File: config.mk
export PLATFORM = sky130hd
export DESIGN_NAME = pos_cache_reader
export DESIGN_NICKNAME = d
export VERILOG_FILES = /design/src/rtl/pos_cache_reader.sv
export SDC_FILE = /design/constraint.sdc
export NUM_CORES = 1
export LEC_CHECK = 0
export CORE_ASPECT_RATIO = 0.8
export CORE_UTILIZATION = 45
export DETAILED_ROUTE_END_ITERATION = 8
export GPL_TIMING_DRIVEN = 0
export PLACE_DENSITY = 0.8
export RECOVER_POWER = 100
export REMOVE_ABC_BUFFERS = 1
export SETUP_SLACK_MARGIN = 0.4
export SKIP_LAST_GASP = 1
export SYNTH_ARGS = -nofsm -noshare
export SYNTH_HDL_FRONTEND = slang
export SYNTH_SLANG_ARGS = --single-unit
File: constraint.sdc
create_clock -name clock -period 2.2 [get_ports clock]
set_input_delay 0.44 -clock clock [delete_from_list [all_inputs] [get_ports clock]]
set_output_delay 0.44 -clock clock [all_outputs]
set_load 0.1 [all_outputs]
File: src/rtl/pos_cache_reader.sv
// pos_cache_reader: streams a wrap-around range of a position cache as valid/ready beats; define POS_READER_ABORT_EN to add an abort input
module pos_cache_reader #(
  parameter int DEPTH        = 512,
  parameter int ADDR_WIDTH   = 9,
  parameter int DATA_WIDTH   = 32,
  parameter int READ_LATENCY = 2
) (
  input  logic                  clock,
  input  logic                  rst_n,
  input  logic                  start,
  input  logic [ADDR_WIDTH-1:0] start_addr,
  input  logic [ADDR_WIDTH:0]   num_particles,
  output logic                  busy,
  output logic                  done,
  output logic [ADDR_WIDTH-1:0] mem_address,
  output logic                  mem_rden,
  output logic                  mem_wren,
  input  logic [DATA_WIDTH-1:0] mem_q,
  output logic [DATA_WIDTH-1:0] out_data,
  output logic [ADDR_WIDTH-1:0] out_index,
  output logic                  out_valid,
  input  logic                  out_ready
`ifdef POS_READER_ABORT_EN
  ,
  input  logic                  abort
`endif
);
  localparam int FD = READ_LATENCY + 2;
  localparam int PW = $clog2(FD);
  localparam int CW = $clog2(FD + 1);
  localparam logic [ADDR_WIDTH:0]   DEPTH_W = (ADDR_WIDTH+1)'(DEPTH);
  localparam logic [ADDR_WIDTH-1:0] LAST_A  = ADDR_WIDTH'(DEPTH - 1);
  typedef enum logic [2:0] {IDLE, ISSUE, DRAIN, ABORT, DONE} state_t;
  state_t                state_q, state_d;
  logic [ADDR_WIDTH-1:0] addr_q, addr_d;
  logic [ADDR_WIDTH:0]   cnt_q, cnt_d, issued_q, issued_d, delivered_q, delivered_d;
  logic [READ_LATENCY-1:0] pv_q, pv_d;
  logic [ADDR_WIDTH-1:0] pi_q [READ_LATENCY];
  logic [ADDR_WIDTH-1:0] pi_d [READ_LATENCY];
  logic [DATA_WIDTH-1:0] fd_q [FD];
  logic [DATA_WIDTH-1:0] fd_d [FD];
  logic [ADDR_WIDTH-1:0] fi_q [FD];
  logic [ADDR_WIDTH-1:0] fi_d [FD];
  logic [PW-1:0]         wp_q, wp_d, rp_q, rp_d;
  logic [CW-1:0]         fc_q, fc_d;
  logic [CW:0]           occ;
  logic [ADDR_WIDTH:0]   clamp;
  logic                  abort_i, issue, push, pop, flush;
`ifdef POS_READER_ABORT_EN
  assign abort_i = abort && busy;
`else
  assign abort_i = 1'b0;
`endif
  assign busy        = (state_q == ISSUE) || (state_q == DRAIN) || (state_q == ABORT);
  assign done        = state_q == DONE;
  assign mem_address = addr_q;
  assign mem_rden    = issue;
  assign mem_wren    = 1'b0;
  assign out_valid   = fc_q != '0;
  assign out_data    = fd_q[rp_q];
  assign out_index   = fi_q[rp_q];
  // issue only while FIFO words plus reads still inside the RAM leave room for one more return
  always_comb begin
    occ = (CW+1)'(fc_q);
    for (int i = 0; i < READ_LATENCY; i++) occ = occ + (CW+1)'(pv_q[i]);
    clamp = (num_particles > DEPTH_W) ? DEPTH_W : num_particles;
    issue = (state_q == ISSUE) && (occ < (CW+1)'(FD)) && !abort_i;
    flush = abort_i || (state_q == ABORT);
    push  = pv_q[READ_LATENCY-1] && !flush;
    pop   = out_valid && out_ready;
  end
  // latency shadow of the RAM; an abort marks every slot busy so it doubles as the drain timer
  always_comb begin
    pv_d[0] = issue;
    pi_d[0] = addr_q;
    for (int i = 1; i < READ_LATENCY; i++) begin
      pv_d[i] = pv_q[i-1];
      pi_d[i] = pi_q[i-1];
    end
    if (abort_i) pv_d = '1;
  end
  // next state, address walk and issued/delivered bookkeeping
  always_comb begin
    state_d     = state_q;
    addr_d      = addr_q;
    cnt_d       = cnt_q;
    issued_d    = issued_q;
    delivered_d = delivered_q;
    case (state_q)
      IDLE: if (start) begin
        state_d     = (clamp == '0) ? DONE : ISSUE;
        addr_d      = start_addr;
        cnt_d       = clamp;
        issued_d    = '0;
        delivered_d = '0;
      end
      ISSUE: state_d = abort_i ? ABORT : (issue && issued_q + 1'b1 == cnt_q) ? DRAIN : ISSUE;
      DRAIN: state_d = abort_i ? ABORT : (pop && delivered_q + 1'b1 == cnt_q) ? DONE : DRAIN;
      ABORT: state_d = (pv_d == '0) ? DONE : ABORT;
      default: state_d = IDLE;
    endcase
    if (issue) begin
      addr_d   = (addr_q == LAST_A) ? '0 : addr_q + 1'b1;
      issued_d = issued_q + 1'b1;
    end
    if (pop) delivered_d = delivered_q + 1'b1;
  end
  // output FIFO: write returning words, read head is the stream output, abort empties it
  always_comb begin
    fd_d = fd_q;
    fi_d = fi_q;
    wp_d = wp_q;
    rp_d = rp_q;
    fc_d = fc_q + CW'(push) - CW'(pop);
    if (push) begin
      fd_d[wp_q] = mem_q;
      fi_d[wp_q] = pi_q[READ_LATENCY-1];
      wp_d       = (wp_q == PW'(FD - 1)) ? '0 : wp_q + 1'b1;
    end
    if (pop) rp_d = (rp_q == PW'(FD - 1)) ? '0 : rp_q + 1'b1;
    if (flush) begin
      wp_d = '0;
      rp_d = '0;
      fc_d = '0;
    end
  end
  // all state registers; reset clears FIFO contents so the stream outputs read back as zero
  always_ff @(posedge clock or negedge rst_n) begin
    if (!rst_n) begin
      state_q     <= IDLE;
      addr_q      <= '0;
      cnt_q       <= '0;
      issued_q    <= '0;
      delivered_q <= '0;
      pv_q        <= '0;
      wp_q        <= '0;
      rp_q        <= '0;
      fc_q        <= '0;
      for (int i = 0; i < READ_LATENCY; i++) pi_q[i] <= '0;
      for (int i = 0; i < FD; i++) begin
        fd_q[i] <= '0;
        fi_q[i] <= '0;
      end
    end else begin
      state_q     <= state_d;
      addr_q      <= addr_d;
      cnt_q       <= cnt_d;
      issued_q    <= issued_d;
      delivered_q <= delivered_d;
      pv_q        <= pv_d;
      pi_q        <= pi_d;
      wp_q        <= wp_d;
      rp_q        <= rp_d;
      fc_q        <= fc_d;
      fd_q        <= fd_d;
      fi_q        <= fi_d;
    end
  end
endmodule

# [Yosys cells after proc, flatten, opt, wreduce, memory -nomap -nowiden]
# Cells that the tools add are included.
[word_totals] out_inout_bits=55 regBits=233
[classes] n_mux=34 eq_ne=10 n_bitwise=2 add_sub_neg=9 n_lt_le_gt_ge=5 n_reduce_logical=22
[op_table] operator="$bwmux W128" n=1
[op_table] operator="$mux W32" n=3
[op_table] operator="$bmux W32 S2" n=1
[op_table] operator="$demux W32 S2" n=1
[op_table] operator="$mux W9" n=7
[op_table] operator="$mux W10" n=5
[op_table] operator="$bwmux W36" n=1
[op_table] operator="$add A10 B1 Y10 const B" n=2
[op_table] operator="$eq A10 B10 Y1" n=2
[op_table] operator="$bmux W9 S2" n=1
[op_table] operator="$demux W9 S2" n=1
[op_table] operator="$mux W3" n=5
[op_table] operator="$mux W2" n=7
[op_table] operator="$pmux W3 S4" n=1
[op_table] operator="$reduce_bool A2 Y1" n=6
[op_table] operator="$gt A10 B10 Y1 const B" n=1
[op_table] operator="$logic_not A10 Y1" n=1
[op_table] operator="$add A9 B1 Y9 const B" n=1
[op_table] operator="$eq A9 B9 Y1 const B" n=1
[op_table] operator="$eq A3 B2 Y1 const B" n=2
[op_table] operator="$ge A3 B3 Y1 const B" n=2
[op_table] operator="$logic_and A1 B1 Y1" n=6
[op_table] operator="$not A2 Y3" n=2
[op_table] operator="$reduce_and A2 Y1" n=3
[op_table] operator="other kinds (16)" n=19

# [Logic depth before layout (Yosys ltp)]
# Gate-level depths: netlist of the first run.
[depth] depth_word=7 depth_mapped=10

# [Worst setup path before layout of the first run]
# OpenSTA, ideal clock, no wires.
[synth_timing] path_kind="flip-flop to flip-flop" startpoint="register fc_q[1]" endpoint="register fc_q[2]" arrival_ns=2.533 synth_period_minus_slack_ns=2.664 slack_ns=-0.464 path_stages_with_launch=10 path_cell_list="dfrtp_1 -> or3_1 -> nand2_1 -> inv_2 -> ha_1 -> inv_1 -> ha_1 -> fa_1 -> xor2_1 -> nor2_1"
[synth_between] elab_chain_len=4
[synth_lines] element="start, declared" line_no="45" source="logic [CW-1:0] fc_q, fc_d;"
[synth_lines] element="start signal, assigned" line_no="138" source="fc_q <= '0;"
[synth_lines] element="start signal, assigned" line_no="154" source="fc_q <= fc_d;"
[synth_lines] element="$reduce_bool A3 Y1" line_no="59" source="assign out_valid = fc_q != '0;"
[synth_lines] element="net out_valid" line_no="21" source="output logic out_valid,"
[synth_lines] element="$logic_and A1 B1 Y1" line_no="70" source="pop = out_valid && out_ready;"
[synth_lines] element="$sub A3 B1 Y3" line_no="114" source="fc_d = fc_q + CW'(push) - CW'(pop);"
[synth_lines] element="$mux W3" line_no="121" source="if (flush) begin"
[synth_lines] element="net fc_d[2]" line_no="45"
# The timed path passes the listed nets, and every way through them passes these cells.
# A chain may end at the register's enable or synchronous reset.

# [Worst setup path in the final report of the first run]
[layout_timing] startpoint="register pv_q[1]" endpoint="output mem_rden"
[layout_between] elab_chain_len=3
[layout_lines] element="start, declared" line_no="37" source="logic [READ_LATENCY-1:0] pv_q, pv_d;"
[layout_lines] element="start signal, assigned" line_no="150" source="pv_q <= pv_d;"
[layout_lines] element="$add A4 B1 Y4" line_no="65" source="for (int i = 0; i < READ_LATENCY; i++) occ = occ + (CW+1)'(pv_q[i]);"
[layout_lines] element="$lt A4 B3 Y1" line_no="67" source="issue = (state_q == ISSUE) && (occ < (CW+1)'(FD)) && !abort_i;"
[layout_lines] element="$logic_and A1 B1 Y1" line_no="67"
[layout_lines] element="end, declared" line_no="16" source="output logic mem_rden,"
# No other way between the ends.

==> reports/qor.txt, run 1 <==
number of buffers added on ports -> 108
fillers -> 1,754
final net count -> 1,062
met3 global-route usage -> 3.209%
max cap viols -> 0
FF+latch area -> 0.005852 sq mm
via count -> 7,473
FF-to-FF path depth -> 10
layout cell share with drive strength beyond 1 -> 45.64%
Die Width -> 176.0 um
Worst R2R End -> fc_q[1]
CP peak stage delay -> 0.43 ns
WL per Instance -> 21.46 um
GR Overflow Total -> 0
CP startpoint -> pv_q[1]
CTS tree -> built
pins over their slew limit -> 0
GRT met1 Usage -> 29.73%
crit-path cells -> ha_4 -> a21oi_4 -> nor3_2 -> o31ai_4 -> inv_4 -> buf_12
synthesis-to-layout area growth -> 33.73%
Total GRT Usage -> 21.39%
status -> complete, but fails checks
most frequent cell after synthesis -> dfrtp_1
Avg Inst Size Synth -> 13.48 sq um
gpl congestion -> 0.8105
CP endpoint kind -> output port
IO Count -> 110
Synth top cells by count -> dfrtp_1 (233), mux2_2 (151), nand2_1 (63), mux4_2 (41), o21ai_0 (33)
r2r startpoint -> fc_q[0]
CP Launch Type -> flip-flop
WP data arrival -> 2.05 ns
number of routed nets with antenna violations -> 0
crit path time final -> 2.493 ns
initial core utilization -> 46.23%
initial antenna violation count -> 1
Area after DPL -> 0.01221 sq mm
final hold violation count -> 0
DR iter-0 viols -> 558
CP max-delay cell -> dfrtp_2
Most used DFF post-synth -> dfrtp_1
Warnings, synthesis -> 0
busiest layer in global routing -> met2
Critical Path RT -> 1.76 ns
slew margin rel. -> 26.54%
Core Region -> 0.02359 sq mm
setup slack, reg-to-reg -> -0.20 ns
sequential share of the synthesized area -> 53.47%
cts bufs inserted -> 25
Die Ht -> 141.2 um
number of flops mapped to enable cells by yosys -> 0
DR vias/cell -> 5.653
H-tree depth -> 1
largest net degree at the start of global routing -> 121
Post-Syn Instances -> 809
vias in the first global route -> 7,678
Total Routed Length -> 28.37 mm
Clock Latency Late Sink -> 0.51 ns
hpwl dp -> 14.42 mm
ys async rst share -> 100.0%
Final Cycle Share -> 113.3%
CP Class -> flip-flop to output port
global-route wire length before repair -> 41.78 mm
fin worst setup slack -> -0.2934 ns
fmax -> 401.1 MHz
M2 GR Usage -> 35.18%
main area contributors after synthesis -> dfrtp_1 (53%), mux2_2 (16%), mux4_2 (8.5%)
crit path max fanout -> 2
largest area contributor in the netlist -> dfrtp_1
design area -> 0.01458 sq mm
failing checks -> negative setup slack
area of the multi-input gates -> 0.005121 sq mm
Clock Sinks -> 233
Hold/Removal Path Class -> primary input to async pin
Worst Skew -> 0.01037 ns
clock transition at the registers of the reported paths -> 0.06 ns
Final setup viols -> 126
synth unique cells -> 60
Netlist Area Pre-Place -> 0.01090 sq mm
antenna cells -> 0
root buf cell -> clkbuf_16
top cell type's share of synthesized area -> 53.47%
dpl ws -> -1.267 ns
# rows -> 50
Die ar. -> 0.02486 sq mm
register bit count reported by yosys -> 233
DRC viols -> 0
slew of the pin with the lowest slew margin -> 1.102 ns
router iterations before antenna repair -> 5
Clock Tree Buf Depth -> 3
RSZ-0062 raised after global routing -> true
-- kinds of logic after synthesis --
group,share of synthesized area [%]
adder cells (fa/ha/maj),1.675
buffers and inverters,3.741
flip-flops,53.47
AND/OR/NAND/NOR,8.308
AO/OA/AOI/OAI,5.324
multiplexers,25.68
other,0.03439
XOR/XNOR,1.767
-- stage by stage --
step | hold WS [ns] | util, % | TNS, ns | std cells
CTS | 0.2852 | 59.52 | -9.821 | 1279
floorplan | 0.1444 | - | -92.13 | 752
global placement | 0.3314 | 50.95 | -2471.96 | 1172
global route | 0.3224 | 61.83 | -37.46 | 1322
finish | 0.3145 | 61.83 | -15.18 | 1322
detailed placement | 0.2275 | 51.75 | -80.01 | 1180
-- how the worst max path moves through the flow --
stage	slack, ns	cells past startpoint	end
3_3_place_gp	-9.10	1	cnt_q[6]
4_1_cts	-0.25	4	out_index[8]
2_1_floorplan	-0.93	1	out_data[0]
6_report	-0.29	6	mem_rden
3_5_place_dp	-1.27	6	mem_rden
5_1_grt	-0.33	6	mem_rden
-- cell usage in the layout (no fill, tap or decap), drive strengths merged, types with 13 or more instances in the layout --
master,instances
clkdlybuf4s50,53
clkbuf,70
nand2,70
buf,121
mux4,41
o21ai,33
mux2,164
xnor2,14
dfrtp,233
inv,14
ha,13
nor2,33
-- flip-flops by register name, summed over array words and instances (netlist names) --
register and count:
fi_q 36, state_q 3, pi_q 9, issued_q 10, pv_q 2, fc_q 3, fd_q 128, mem_address 9
delivered_q 10, rp_q 2, pi_d 9, wp_q 2, cnt_q 10
-- area by class of cell --
type | instances | area share (%)
tap | 312 | 2.677
clock inverter | 5 | 0.3689
multi-input combinational | 514 | 35.12
inverter | 13 | 0.4033
timing repair buffer | 206 | 16.17
clock buffer | 39 | 5.131
sequential | 233 | 40.13
-- routing by layer --
layer | wire [um] | vias up
li1 | - | 3339
met1 | 12590 | 3834
met2 | 13550 | 254
met3 | 1605 | 44
met4 | 609 | 2
met5 | 13 | -
-- repair_timing --
action,CTS,global route
pin swaps,21,33
hold buffers,1,0
buffers inserted,45,27
gates cloned,9,16
endpoints found under the hold margin,4,0
setup endpoints to repair,258,232
gates resized for setup,474,87
-- worst max-delay path, delay by kind of cell, from the launching register on --
kind / cells / cell delay (ns)
adders and majority gates: 1 / 0.25
and+or+nand+nor: 1 / 0.07
buffers and inverters: 2 / 0.27
DFF: 1 / 0.43
AOI/OAI and AO/OA: 2 / 0.52
Power of run 1 is not shown: default switching activity piles up to over one toggle a cycle in this logic, so the estimate is an artifact.
==> inputs of run 2 (changes only) <==
--- a/config.mk
+++ b/config.mk
@@ -9,7 +9,7 @@
 export CORE_UTILIZATION = 45
 export DETAILED_ROUTE_END_ITERATION = 8
 export GPL_TIMING_DRIVEN = 0
-export PLACE_DENSITY = 0.8
+export PLACE_DENSITY = 0.77
 export RECOVER_POWER = 100
 export REMOVE_ABC_BUFFERS = 1
 export SETUP_SLACK_MARGIN = 0.4
==> constraint.sdc (replaced) <==
create_clock -name clock -period 3.11 [get_ports clock]
set_input_delay 0.622 -clock clock [delete_from_list [all_inputs] [get_ports clock]]
set_output_delay 0.622 -clock clock [all_outputs]
set_load 0.1 [all_outputs]
==> reports/qor.txt, run 2 (same netlist as run 1, synthesis figures left out) <==
CTS tree -> built (unchanged)
router iterations before antenna repair -> 5 (unchanged)
CP Launch Type -> flip-flop (unchanged)
IO Count -> 110 (unchanged)
Critical Path RT -> 2.49 ns (was 1.76 ns)
synthesis-to-layout area growth -> 19.45% (was 33.73%)
antenna cells -> 0 (unchanged)
FF-to-FF path depth -> 9 (was 10)
global-route wire length before repair -> 38.31 mm (was 41.78 mm)
number of buffers added on ports -> 108 (unchanged)
dpl ws -> -0.5124 ns (was -1.267 ns)
gpl congestion -> 0.7851 (was 0.8105)
Die ar. -> 0.02486 sq mm (unchanged)
Die Ht -> 141.2 um (unchanged)
r2r startpoint -> pv_q[1] (was fc_q[0])
DRC viols -> 0 (unchanged)
final hold violation count -> 0 (unchanged)
initial antenna violation count -> 0 (was 1)
Die Width -> 176.0 um (unchanged)
slew of the pin with the lowest slew margin -> 2.487 ns (was 1.102 ns)
WP data arrival -> 2.28 ns (was 2.05 ns)
slew margin rel. -> -65.81% (was 26.54%)
Clock Latency Late Sink -> 0.52 ns (was 0.51 ns)
CP Capture Point -> out_data[20] (was mem_rden)
Final Cycle Share -> 93.28%
fin worst setup slack -> 0.2091 ns (was -0.2934 ns)
via count -> 6,947 (was 7,473)
layout cell share with drive strength beyond 1 -> 33.69% (was 45.64%)
largest register by flop count -> fd_q (unchanged)
max cap viols -> 1 (was 0)
fin util -> 55.23% (was 61.83%)
crit path max fanout -> 5 (was 2)
number of routed nets with antenna violations -> 0 (unchanged)
Core Region -> 0.02359 sq mm (unchanged)
design area -> 0.01303 sq mm (was 0.01458 sq mm)
WL per Instance -> 19.10 um (was 21.46 um)
Area after DPL -> 0.01221 sq mm (about the same)
Worst Skew -> 0.01737 ns (was 0.01037 ns)
hpwl dp -> 14.51 mm (was 14.42 mm)
Clock Sinks -> 233 (unchanged)
CP endpoint kind -> output port (unchanged)
Clock Tree Buf Depth -> 3 (unchanged)
crit path time final -> 2.901 ns
most frequent cells in the layout -> dfrtp_1 (231), mux2_2 (151), nand2_1 (62) (was dfrtp_1 (220), mux2_2 (140), nand2_1 (58))
GR Overflow Total -> 0 (unchanged)
RSZ-0062 raised after global routing -> true (unchanged)
# rows -> 50 (unchanged)
final net count -> 983 (was 1,062)
Largest register FFs -> 128 (unchanged)
Worst R2R End -> mem_address[5] (was fc_q[1])
Total Routed Length -> 23.71 mm (was 28.37 mm)
root buf cell -> clkbuf_16 (unchanged)
CP startpoint -> rp_q[0] (was pv_q[1])
status -> complete, but fails checks (unchanged)
Hold/Removal Path Class -> flip-flop to flip-flop (was primary input to async pin)
DR vias/cell -> 5.598 (was 5.653)
Total GRT Usage -> 19.34% (was 21.39%)
DR iter-0 viols -> 472 (was 558)
hold path depth -> 0
failing checks -> max-capacitance violations, max-slew violations (was negative setup slack)
H-tree depth -> 1 (unchanged)
vias in the first global route -> 7,005 (was 7,678)
CP Class -> flip-flop to output port (unchanged)
cts bufs inserted -> 24 (was 25)
most common cell after layout, fill and taps aside -> dfrtp_1 (unchanged)
fmax -> 344.7 MHz
pins over their slew limit -> 111 (was 0)
largest net degree at the start of global routing -> 124 (was 121)
initial core utilization -> 46.23% (unchanged)
clock transition at the registers of the reported paths -> 0.06 ns (about the same)
Final setup viols -> 0 (was 126)
biggest registers after layout -> fd_q x128, fi_q x36 (unchanged)
setup slack, reg-to-reg -> 0.34 ns (was -0.20 ns)
run 2: cell types whose count changed in the layout (fill, tap and decap cells not counted), moves of 9 or more:
cell | before | now
mux2_2 | 140 | 151
buf_6 | 34 | 6
o21ai_0 | 15 | 33
mux2_4 | 11 | 0
buf_2 | 1 | 12
buf_4 | 56 | 9
dfrtp_2 | 11 | 2
buf_12 | 19 | 6
dfrtp_1 | 220 | 231
o21ai_2 | 9 | 0
o21ai_1 | 9 | 0
run 2: final cells by class:
cell class	instances	area, sq um
inverters	13	53.80
repair buffers	136	1306
clock buffers	36	705.7
fillers	1936	10560
multi-input cells	506	4697
clock inverters	5	38.79
flip-flops and latches	233	5833
well taps	312	390.4
run 2: timing repair:
action	in CTS	in global routing
setup buffers	4	8
gates resized for setup	291	30
hold buffers	0	0
pin swaps	1	3
gates cloned	3	4
setup endpoints to repair	69	37
run 2: how the worst min path moves through the flow:
stage	startpoint	end	slack, ns
final	pi_d[6]	pi_q[6]	0.35
after CTS	rst_n	fd_q[103]	0.19
after floorplan	rst_n	cnt_q[0]	0.33
after global placement	pi_d[7]	pi_q[7]	0.33
after detailed placement	pi_d[7]	pi_q[7]	0.33
after global routing	pi_d[6]	pi_q[6]	0.35
run 2: worst max-delay path, stage by stage, from the launching register on:
cell	delay (ns)
dfrtp_1	0.54
buf_6	0.18
clkbuf_16	0.15
mux4_2	0.50
clkbuf_2	0.39
run 2: through the flow:
stage	hold slack [ns]	instances	TNS, ns
after floorplan	0.3264	752	-8.582
after global placement	0.3327	1172	-2107.07
after detailed placement	0.3347	1181	-0.5124
after CTS	0.1945	1229	0
after global routing	0.3469	1241	0
final	0.3457	1241	0
run 2: layer usage:
| metal | GRT usage (%) | vias up | routed length [um] |
|---|---|---|---|
| met5 | 0 | - | 0 |
| met4 | 3.204 | 0 | 302 |
| met3 | 2.832 | 23 | 1168 |
| met2 | 30.63 | 200 | 11180 |
| met1 | 28.61 | 3566 | 11060 |
| li1 | - | 3158 | - |
Power of run 2 is left out for the same reason.
==> inputs of run 3 (changes only) <==
--- a/config.mk
+++ b/config.mk
@@ -17,3 +17,4 @@
 export SYNTH_ARGS = -nofsm -noshare
 export SYNTH_HDL_FRONTEND = slang
 export SYNTH_SLANG_ARGS = --single-unit
+export TNS_END_PERCENT = 5
==> reports/qor.txt, run 3 (same netlist as run 1, synthesis figures left out) <==
status -> complete, but fails checks (unchanged)
failing checks -> max-capacitance violations, max-slew violations (unchanged)
global-route wire length before repair -> 38.18 mm (was 38.31 mm)
most frequent cells in the layout -> dfrtp_1 (231), mux2_2 (151), nand2_1 (62) (unchanged)
RSZ-0062 raised after global routing -> true (unchanged)
fillers -> 1,954 (was 1,936)
Hold Startpoint -> pi_d[6] (unchanged)
GR Overflow Total -> 0 (unchanged)
Largest register FFs -> 128 (unchanged)
dpl ws -> -0.5124 ns (unchanged)
cts bufs inserted -> 24 (unchanged)
Area after DPL -> 0.01221 sq mm (unchanged)
H-tree depth -> 1 (unchanged)
Final setup viols -> 0 (unchanged)
DRC viols -> 0 (unchanged)
final hold violation count -> 0 (unchanged)
Clock Latency Late Sink -> 0.52 ns (about the same)
Die ar. -> 0.02486 sq mm (unchanged)
Total Routed Length -> 22.93 mm (was 23.71 mm)
Clock Tree Buf Depth -> 3 (unchanged)
crit-path cells -> bufbuf_16 -> mux4_2 -> clkbuf_2 (was buf_6 -> clkbuf_16 -> mux4_2 -> clkbuf_2)
synthesis-to-layout area growth -> 17.09% (was 19.45%)
area of the multi-input gates -> 0.004676 sq mm (was 0.004697 sq mm)
CP Class -> flip-flop to output port (unchanged)
Die Ht -> 141.2 um (unchanged)
CP startpoint -> rp_q[0] (unchanged)
largest net degree at the start of global routing -> 124 (unchanged)
slew margin rel. -> -66.42% (was -65.81%)
clock transition at the registers of the reported paths -> 0.06 ns (about the same)
family with the most delay on the worst path -> buffers and inverters (unchanged)
Critical Path RT -> 2.49 ns (about the same)
largest register by flop count -> fd_q (unchanged)
CP max-delay cell -> mux4_2 (was dfrtp_1)
via count -> 6,861 (was 6,947)
Die Width -> 176.0 um (unchanged)
design area -> 0.01277 sq mm (was 0.01303 sq mm)
CTS tree -> built (unchanged)
final net count -> 969 (was 983)
initial core utilization -> 46.23% (unchanged)
vias in the first global route -> 7,023 (was 7,005)
Worst Skew -> 0.01504 ns (was 0.01737 ns)
gpl congestion -> 0.7851 (unchanged)
CP endpoint kind -> output port (unchanged)
DR iter-0 viols -> 467 (was 472)
WP buf/inv -> 2 (was 3)
most common cell after layout, fill and taps aside -> dfrtp_1 (unchanged)
root buf cell -> clkbuf_16 (unchanged)
CP peak stage delay -> 0.51 ns (was 0.54 ns)
initial antenna violation count -> 0 (unchanged)
Total GRT Usage -> 19.22% (was 19.34%)
post-route insts no fill -> 1,227 (was 1,241)
Final Cycle Share -> 93.28% (about the same)
pins over their slew limit -> 111 (unchanged)
Core Region -> 0.02359 sq mm (unchanged)
WP data arrival -> 2.28 ns (about the same)
crit path max fanout -> 20 (was 5)
Clock Sinks -> 233 (unchanged)
crit path time final -> 2.901 ns (about the same)
IO Count -> 110 (unchanged)
r2r startpoint -> state_q[0] (was pv_q[1])
placed cells -> 1,181 (unchanged)
number of buffers added on ports -> 108 (unchanged)
fin worst setup slack -> 0.2091 ns (about the same)
antenna cells -> 0 (unchanged)
fmax -> 344.7 MHz (about the same)
CP Launch Type -> flip-flop (unchanged)
router iterations before antenna repair -> 5 (unchanged)
WL per Instance -> 18.69 um (was 19.10 um)
max cap viols -> 1 (unchanged)
DR vias/cell -> 5.592 (was 5.598)
Hold/Removal Path Class -> flip-flop to flip-flop (unchanged)
number of routed nets with antenna violations -> 0 (unchanged)
slew of the pin with the lowest slew margin -> 2.496 ns (was 2.487 ns)
biggest registers after layout -> fd_q x128, fi_q x36 (unchanged)
layout cell share with drive strength beyond 1 -> 32.46% (was 33.69%)
FF+latch area -> 0.005836 sq mm (was 0.005833 sq mm)
# rows -> 50 (unchanged)
hpwl dp -> 14.51 mm (unchanged)
[run 3: cell count changes in the layout (fill, tap and decap cells not counted), moves of 2 or more]
cell | before | now
buf_12 | 6 | 3
buf_16 | 5 | 3
buf_2 | 12 | 1
buf_4 | 9 | 4
buf_6 | 6 | 0
clkbuf_1 | 20 | 11
clkbuf_16 | 28 | 24
clkbuf_2 | 16 | 41
clkbuf_4 | 9 | 2
clkdlybuf4s15_2 | 2 | 0
dlygate4sd3_1 | 0 | 10
[run 3: layout make-up]
class                           count  area share, %
Sequential cell                   233          45.71
Multi-Input combinational cell    506          36.62
Timing Repair Buffer              122          8.379
Clock buffer                       36          5.527
Tap cell                          312          3.058
Inverter                           13         0.4018
Clock inverter                      5         0.3038
[run 3: metal layers]
layer / track usage [%] / wire, um / vias up / part of all wire, %
li1: - / - / 3127 / -
met1: 28.43 / 10790 / 3525 / 47
met2: 30.40 / 10680 / 185 / 47
met3: 2.724 / 1129 / 24 / 4.9
met4: 3.432 / 335 / 0 / 1.5
met5: 0 / 0 / - / 0
[run 3: worst register-to-register path: stages, from the launching register on]
cell and delay (ns):
dfrtp_1 0.43, inv_1 0.15, nor3b_4 0.37, nor2b_1 0.18, nand2_1 0.56, clkbuf_4 0.60, mux2_2 0.42
[run 3: per-stage QoR]
| step | setup TNS, ns | hold WS, ns | util [%] |
|---|---|---|---|
| 2_1_floorplan | -8.582 | 0.3264 | - |
| 3_3_place_gp | -2107.07 | 0.3327 | 50.95 |
| 3_5_place_dp | -0.5124 | 0.3347 | 51.78 |
| 4_1_cts | 0 | 0.1945 | 54.49 |
| 5_1_grt | 0 | 0.3469 | 54.13 |
| 6_report | 0 | 0.3459 | 54.13 |
[run 3: worst paths after layout]
path	to	slack, ns	depth (start not counted)
worst max-delay path	out_index[5]	0.21	3
worst min-delay path	pi_q[6]	0.35	0
worst max register to register	fd_q[86]	0.30	6
worst min register to register	pi_q[6]	0.35	0
max in group asynchronous	rp_q[0]	0.67	2
min in group asynchronous	fd_q[103]	0.84	1
[run 3: repair_timing]
action	CTS	global route
hold buffers	0	0
pin swaps	1	1
cloned	2	0
buffers inserted	3	0
endpoints found under the setup margin	69	61
gates resized for setup	217	6
Power of run 3 is left out for the same reason.
